$ cat src/rtl/div_seq_ctrl_if.sv
// Request/result bundle between the decode stage and the divide sequencer.
// The decode side drives the operands and start; the sequencer returns
// status and the HI/LO results.
interface div_seq_ctrl_if #(
    parameter int WIDTH = 32
);
    logic             start;
    logic             is_signed;
    logic [WIDTH-1:0] S;
    logic [WIDTH-1:0] T;
    logic             busy;
    logic             done;
    logic             div_by_zero;
    logic [WIDTH-1:0] y_hi;
    logic [WIDTH-1:0] y_lo;

    modport master (
        output start, is_signed, S, T,
        input  busy, done, div_by_zero, y_hi, y_lo
    );

    modport slave (
        input  start, is_signed, S, T,
        output busy, done, div_by_zero, y_hi, y_lo
    );
endinterface

$ cat src/rtl/div_seq_ctrl.sv
// Multi-cycle integer divide sequencer (DIV / DIVU).
// Restoring shift/subtract on operand magnitudes, one quotient bit per cycle,
// followed by a sign fix-up. Quotient lands on y_lo, remainder on y_hi.
module div_seq_ctrl #(
    parameter int WIDTH = 32
) (
    input  logic         clk,
    input  logic         reset,
    div_seq_ctrl_if.slave bus
);
    localparam int CW = $clog2(WIDTH + 1);

    typedef enum logic [2:0] {
        ST_IDLE,
        ST_PREP,
        ST_ITER,
        ST_FIX,
        ST_DONE
    } state_t;

    state_t           r_state;
    state_t           w_state_next;

    // Operands captured with start; the live bus inputs are never used later.
    logic [WIDTH-1:0] r_s;
    logic [WIDTH-1:0] r_t;
    logic             r_sgn_op;

    // Working registers of the shift/subtract loop.
    logic [WIDTH-1:0] r_rem;
    logic [WIDTH-1:0] r_quo;
    logic [WIDTH-1:0] r_div;
    logic             r_sign_q;
    logic             r_sign_r;
    logic [CW-1:0]    r_cnt;

    // Result registers; they hold the last result while idle.
    logic [WIDTH-1:0] r_y_hi;
    logic [WIDTH-1:0] r_y_lo;
    logic             r_dbz;

    logic [WIDTH-1:0] w_s_mag;
    logic [WIDTH-1:0] w_t_mag;
    logic             w_t_zero;
    logic [WIDTH:0]   w_rem_sh;
    logic [WIDTH:0]   w_diff;
    logic             w_last;
    logic             w_busy;
    logic             w_done;

    // Magnitudes only when signed; -0x80..0 stays 0x80..0 as an unsigned magnitude.
    assign w_s_mag  = (r_sgn_op && r_s[WIDTH-1]) ? (-r_s) : r_s;
    assign w_t_mag  = (r_sgn_op && r_t[WIDTH-1]) ? (-r_t) : r_t;
    assign w_t_zero = (r_t == '0);

    // Shifted remainder keeps the bit that falls out of rem, so the trial
    // subtract is exact even for divisors above 2^(WIDTH-1).
    assign w_rem_sh = {r_rem, r_quo[WIDTH-1]};
    assign w_diff   = w_rem_sh - {1'b0, r_div};
    assign w_last   = (r_cnt == CW'(WIDTH - 1));

    // State register.
    always_ff @(posedge clk) begin
        if (reset) begin
            r_state <= ST_IDLE;
        end else begin
            r_state <= w_state_next;
        end
    end

    // Next-state selection and status outputs.
    always_comb begin
        w_state_next = r_state;
        w_busy       = 1'b1;
        w_done       = 1'b0;
        case (r_state)
            ST_IDLE: begin
                w_busy = 1'b0;
                if (bus.start) begin
                    w_state_next = ST_PREP;
                end
            end
            ST_PREP: begin
                w_state_next = w_t_zero ? ST_DONE : ST_ITER;
            end
            ST_ITER: begin
                if (w_last) begin
                    w_state_next = ST_FIX;
                end
            end
            ST_FIX: begin
                w_state_next = ST_DONE;
            end
            ST_DONE: begin
                w_done       = 1'b1;
                w_state_next = ST_IDLE;
            end
            default: begin
                w_busy       = 1'b0;
                w_state_next = ST_IDLE;
            end
        endcase
    end

    // Operand capture, divide loop and result writeback.
    always_ff @(posedge clk) begin
        if (reset) begin
            r_s      <= '0;
            r_t      <= '0;
            r_sgn_op <= 1'b0;
            r_rem    <= '0;
            r_quo    <= '0;
            r_div    <= '0;
            r_sign_q <= 1'b0;
            r_sign_r <= 1'b0;
            r_cnt    <= '0;
            r_y_hi   <= '0;
            r_y_lo   <= '0;
            r_dbz    <= 1'b0;
        end else begin
            case (r_state)
                ST_IDLE: begin
                    if (bus.start) begin
                        r_s      <= bus.S;
                        r_t      <= bus.T;
                        r_sgn_op <= bus.is_signed;
                        r_dbz    <= 1'b0;
                    end
                end
                ST_PREP: begin
                    r_sign_q <= r_sgn_op & (r_s[WIDTH-1] ^ r_t[WIDTH-1]);
                    r_sign_r <= r_sgn_op & r_s[WIDTH-1];
                    r_rem    <= '0;
                    r_quo    <= w_s_mag;
                    r_div    <= w_t_mag;
                    r_cnt    <= '0;
                    if (w_t_zero) begin
                        r_y_lo <= '1;
                        r_y_hi <= r_s;
                        r_dbz  <= 1'b1;
                    end
                end
                ST_ITER: begin
                    if (!w_diff[WIDTH]) begin
                        r_rem <= w_diff[WIDTH-1:0];
                        r_quo <= {r_quo[WIDTH-2:0], 1'b1};
                    end else begin
                        r_rem <= w_rem_sh[WIDTH-1:0];
                        r_quo <= {r_quo[WIDTH-2:0], 1'b0};
                    end
                    r_cnt <= r_cnt + CW'(1);
                end
                ST_FIX: begin
                    r_y_lo <= r_sign_q ? (-r_quo) : r_quo;
                    r_y_hi <= r_sign_r ? (-r_rem) : r_rem;
                end
                default: begin
                end
            endcase
        end
    end

    assign bus.busy        = w_busy;
    assign bus.done        = w_done;
    assign bus.div_by_zero = w_done & r_dbz;
    assign bus.y_hi        = r_y_hi;
    assign bus.y_lo        = r_y_lo;
endmodule

$ cat src/flat_wrapper.sv
// flat-port wrapper written by rule: the top's interface ports become plain ports
module div_seq_ctrl_flat 
#(
    parameter int WIDTH = 32
)
  (clk, reset, bus_start, bus_is_signed, bus_S, bus_T, bus_busy, bus_done, bus_div_by_zero, bus_y_hi, bus_y_lo);
  div_seq_ctrl_if #(.WIDTH(WIDTH)) bus_i ();
  input  logic clk;
  input  logic reset;
  input wire logic [$bits(bus_i.start)-1:0] bus_start;
  input wire logic [$bits(bus_i.is_signed)-1:0] bus_is_signed;
  input wire logic [$bits(bus_i.S)-1:0] bus_S;
  input wire logic [$bits(bus_i.T)-1:0] bus_T;
  output wire logic [$bits(bus_i.busy)-1:0] bus_busy;
  output wire logic [$bits(bus_i.done)-1:0] bus_done;
  output wire logic [$bits(bus_i.div_by_zero)-1:0] bus_div_by_zero;
  output wire logic [$bits(bus_i.y_hi)-1:0] bus_y_hi;
  output wire logic [$bits(bus_i.y_lo)-1:0] bus_y_lo;
  assign bus_i.start = bus_start;
  assign bus_i.is_signed = bus_is_signed;
  assign bus_i.S = bus_S;
  assign bus_i.T = bus_T;
  assign bus_busy = bus_i.busy;
  assign bus_done = bus_i.done;
  assign bus_div_by_zero = bus_i.div_by_zero;
  assign bus_y_hi = bus_i.y_hi;
  assign bus_y_lo = bus_i.y_lo;
  div_seq_ctrl #(.WIDTH(WIDTH)) u_core (.clk(clk), .reset(reset), .bus(bus_i));
endmodule
$ cat config.mk
export PLATFORM = sky130hd
export DESIGN_NAME = div_seq_ctrl_flat
export DESIGN_NICKNAME = d
export VERILOG_FILES = /design/src/rtl/div_seq_ctrl_if.sv /design/src/rtl/div_seq_ctrl.sv /design/src/flat_wrapper.sv
export SDC_FILE = /design/constraint.sdc
export NUM_CORES = 1
export LEC_CHECK = 0
export CAP_MARGIN = 20
export CORE_UTILIZATION = 52
export CTS_CLUSTER_SIZE = 10
export DETAILED_ROUTE_END_ITERATION = 8
export HOLD_SLACK_MARGIN = 0.1
export PLACE_DENSITY = 0.88
export REMOVE_ABC_BUFFERS = 1
export SYNTH_ARGS = -nofsm -noshare
export SYNTH_HDL_FRONTEND = slang
export SYNTH_SLANG_ARGS = --single-unit
export TNS_END_PERCENT = 100
$ cat constraint.sdc
create_clock -name clk -period 2.9 [get_ports clk]
set_input_delay 0.725 -clock clk [delete_from_list [all_inputs] [get_ports clk]]
set_output_delay 0.725 -clock clk [all_outputs]
set_load 0.005 [all_outputs]
==> summary.txt <==
Initial core utilization: 0.536
Longest Clk Path Bufs: 3
Synth area leader: dfxtp_1
Die Span X: 161 um
Ys flop type: dfxtp_1
Post-synthesis cell type count: 69
Least-Margin Pin Slew: 1.06 ns
Final Setup Violations: 26
DR iter-0 viols: 1151
CP required: 3.35 ns
Synth top area cells: dfxtp_1 (36%), nand2_1 (8.7%), a21oi_1 (6.1%), xnor2_1 (5.2%), xor2_1 (4.5%)
Final cell count without fillers: 2206
Seq cells post-synth: 237
Inst Count DP: 2154
CTS root buf: clkbuf_16
Clock sinks: 237
CTS Buf Count: 28
Hold Crit Class: flop to flop
Synth warn: 0
Final Hold Slack: 0.457 ns
Final worst slack: -0.131 ns
F_max: 330 MHz
Seq/Total Area, Yosys: 0.360
Final Max Tran Viols: 0
Clock period minus worst slack: 3.03 ns
Total global-route track usage: 0.276
Die area: 26000 sq um
Leakage: 6.62 nW
Drt total wl: 39000 um
Vias in the first global route: 12200
Total congestion overflow: 0
Endpoints failing hold: 0
CP dominant cell by count: buf_6
CP peak stage delay: 0.37 ns
Area grow syn2layout: 29.8%
Share of cells above drive strength 1: 0.145
Slowest CP cell: dfxtp_2
Setup TNS: -1.39 ns
Critical path cell sequence: inv_2 -> ha_4 -> fa_2 -> nand2b_4 -> a21o_1 -> a31o_4 -> o21ai_2 -> buf_6 -> a31oi_4 -> buf_6 -> o2111ai_4 -> nand3_4 -> buf_12 -> mux2i_2 -> a211oi_2
Synth cell count leaders: nand2_1 (306), dfxtp_1 (237), a21oi_1 (160)
Worst EP arrival: 3.48 ns
Dpl ws: -0.303 ns
DP Wirelength: 25400 um
Max-slew headroom: 0.295
Via count: 13200
Cells after Synth: 1688
Post-DR wirelength/cell: 17.7 um
Die Y: 161 um
Final-stage net count: 1983
I/O Buffers: 134
Final period utilization: 1.05
Number of synthesized flops with an enable pin: 0
Crit start category: flop
I/O pin count: 135
# rows: 57
Largest net degree at the start of global routing: 84
Vias per Instance: 5.97
Worst-Skew Late Latency: 0.55 ns
GPL Wtd Cong: 0.930
Yosys top cell area share: 0.360
Most numerous cell in the Yosys netlist: nand2_1
Ys async rst share: 0
1st-pass router iterations: 5
Avg Inst Size Synth: 7.81 sq um
# H-tree levels: 1
Bufs and invs on worst path: 4
Initial antenna violation count: 0
Core Area: 24600 sq um
Filler cells: 1823
Peak supply drop: 0.425 mV
Worst Path Max Fanout: 12
TritonCTS clock tree: done
Post-route DRC: 0
RSZ-0062 raised after global routing: yes
CP Capture Type: flop
First-pass GRT wire length: 59500 um
Post-route ant nets: 0
Pwr dens: 559 nW/um^2
Failing checks: setup timing
Max Cap Violations: 0
Cell Area, Synth: 13200 sq um
Skew final: 0.0230 ns
WS Path Type: flop to flop
Hold_buf cts: 0
CTS clk-pin slew, worst paths: 0.06 ns
CP top delay family: compound AO/OA/AOI/OAI gates
Status: finished, violations left
Diode count: 0
[per-layer routing]
metal	vias to the layer above	track usage	part of all wire
li1	6357	-	-
met1	6105	0.346	0.41
met2	548	0.480	0.48
met3	150	0.0282	0.066
met4	0	0.118	0.051
met5	-	0	0
[cell type report]
cell class	count	area (sq um)	area share
multi-input cells	1282	8320	0.486
flip-flops and latches	237	4750	0.278
repair buffers	270	2630	0.154
clock buffers	32	736	0.0430
well taps	324	405	0.0237
inverters	58	218	0.0127
clock inverters	3	51.3	0.00300
[layout by cell type, fill, tap and decap left out, drive strengths merged, types with 5 or more instances in the layout]
| master | count |
|---|---|
| a221oi | 6 |
| nor3 | 55 |
| o21a | 5 |
| o22ai | 5 |
| nor2b | 6 |
| inv | 58 |
| nor4 | 15 |
| o41ai | 18 |
| nor2 | 122 |
| a31oi | 7 |
| and2 | 6 |
| a311oi | 28 |
| o31ai | 25 |
| xor2 | 68 |
| or3 | 11 |
| nand3 | 24 |
| o21ai | 78 |
| xnor2 | 78 |
| clkbuf | 36 |
| clkdlybuf4s50 | 133 |
| o211ai | 7 |
| dfxtp | 237 |
| a21oi | 160 |
| a22oi | 33 |
| ha | 37 |
| a211oi | 61 |
| nand4 | 7 |
| mux2i | 29 |
| nand2 | 306 |
| a21o | 10 |
| buf | 133 |
| nand2b | 16 |
| or4 | 16 |
[report_power, final]
part | internal, mW | switching [mW]
Clock | 1.85 | 1.30
Combinational | 1.32 | 1.47
Sequential | 3.42 | 0.197
Total | 6.59 | 2.97
[sequential cells by signal, indices dropped and copies added (netlist names), 3 cells and up]
name and cells:
u_core.bus.y_hi 32, u_core.r_cnt 6, u_core.r_state 3, u_core.bus.y_lo 32
u_core.r_div 32, u_core.r_quo 32, u_core.r_s 32, u_core.r_rem 32
u_core.r_t 32
[worst min-delay path, delay by kind of cell, from the launching register on]
family           cells  cell delay [ns]
AND/OR/NAND/NOR      1             0.05
flip-flops           1             0.31
AO/OA/AOI/OAI        1             0.05
[cell families (layout without fill, tap and decap cells)]
group | after synthesis | count (layout) | share of synthesized area
xor+xnor | 146 | 146 | 0.0970
fa+ha+maj | 38 | 38 | 0.0366
buf+inv | 169 | 363 | 0.0508
simple gates | 598 | 598 | 0.203
mux | 31 | 31 | 0.0237
compound gates | 469 | 469 | 0.229
flops | 237 | 237 | 0.360
[through the flow]
step	total power, mW	area, sq um	util
finish	9.56	17100	0.695
global route	9.98	17100	0.695
CTS	9.40	16500	0.671
detailed placement	6.08	15500	0.630
global placement	6.02	15500	0.630
floorplan	5.18	12700	-
[timing repair]
action | 4_1_cts | 5_1_grt
endpoints found under the setup margin | 40 | 97
gates resized for setup | 28 | 108
buffers inserted | 4 | 6
pin swaps | 8 | 43
gates cloned | 3 | 5
[path summary, 6_finish.rpt]
kind                            start             endpoint  cells after the start  slack (ns)
hold / removal    u_core.bus.y_hi[27]  u_core.bus.y_hi[27]                      2        0.46
setup / recovery     u_core.r_quo[31]     u_core.r_rem[14]                     15       -0.13
setup reg to reg     u_core.r_quo[31]     u_core.r_rem[14]                     15       -0.13
hold reg to reg   u_core.bus.y_hi[27]  u_core.bus.y_hi[27]                      2        0.46
Note: power is estimated with default switching activity, not from simulation.
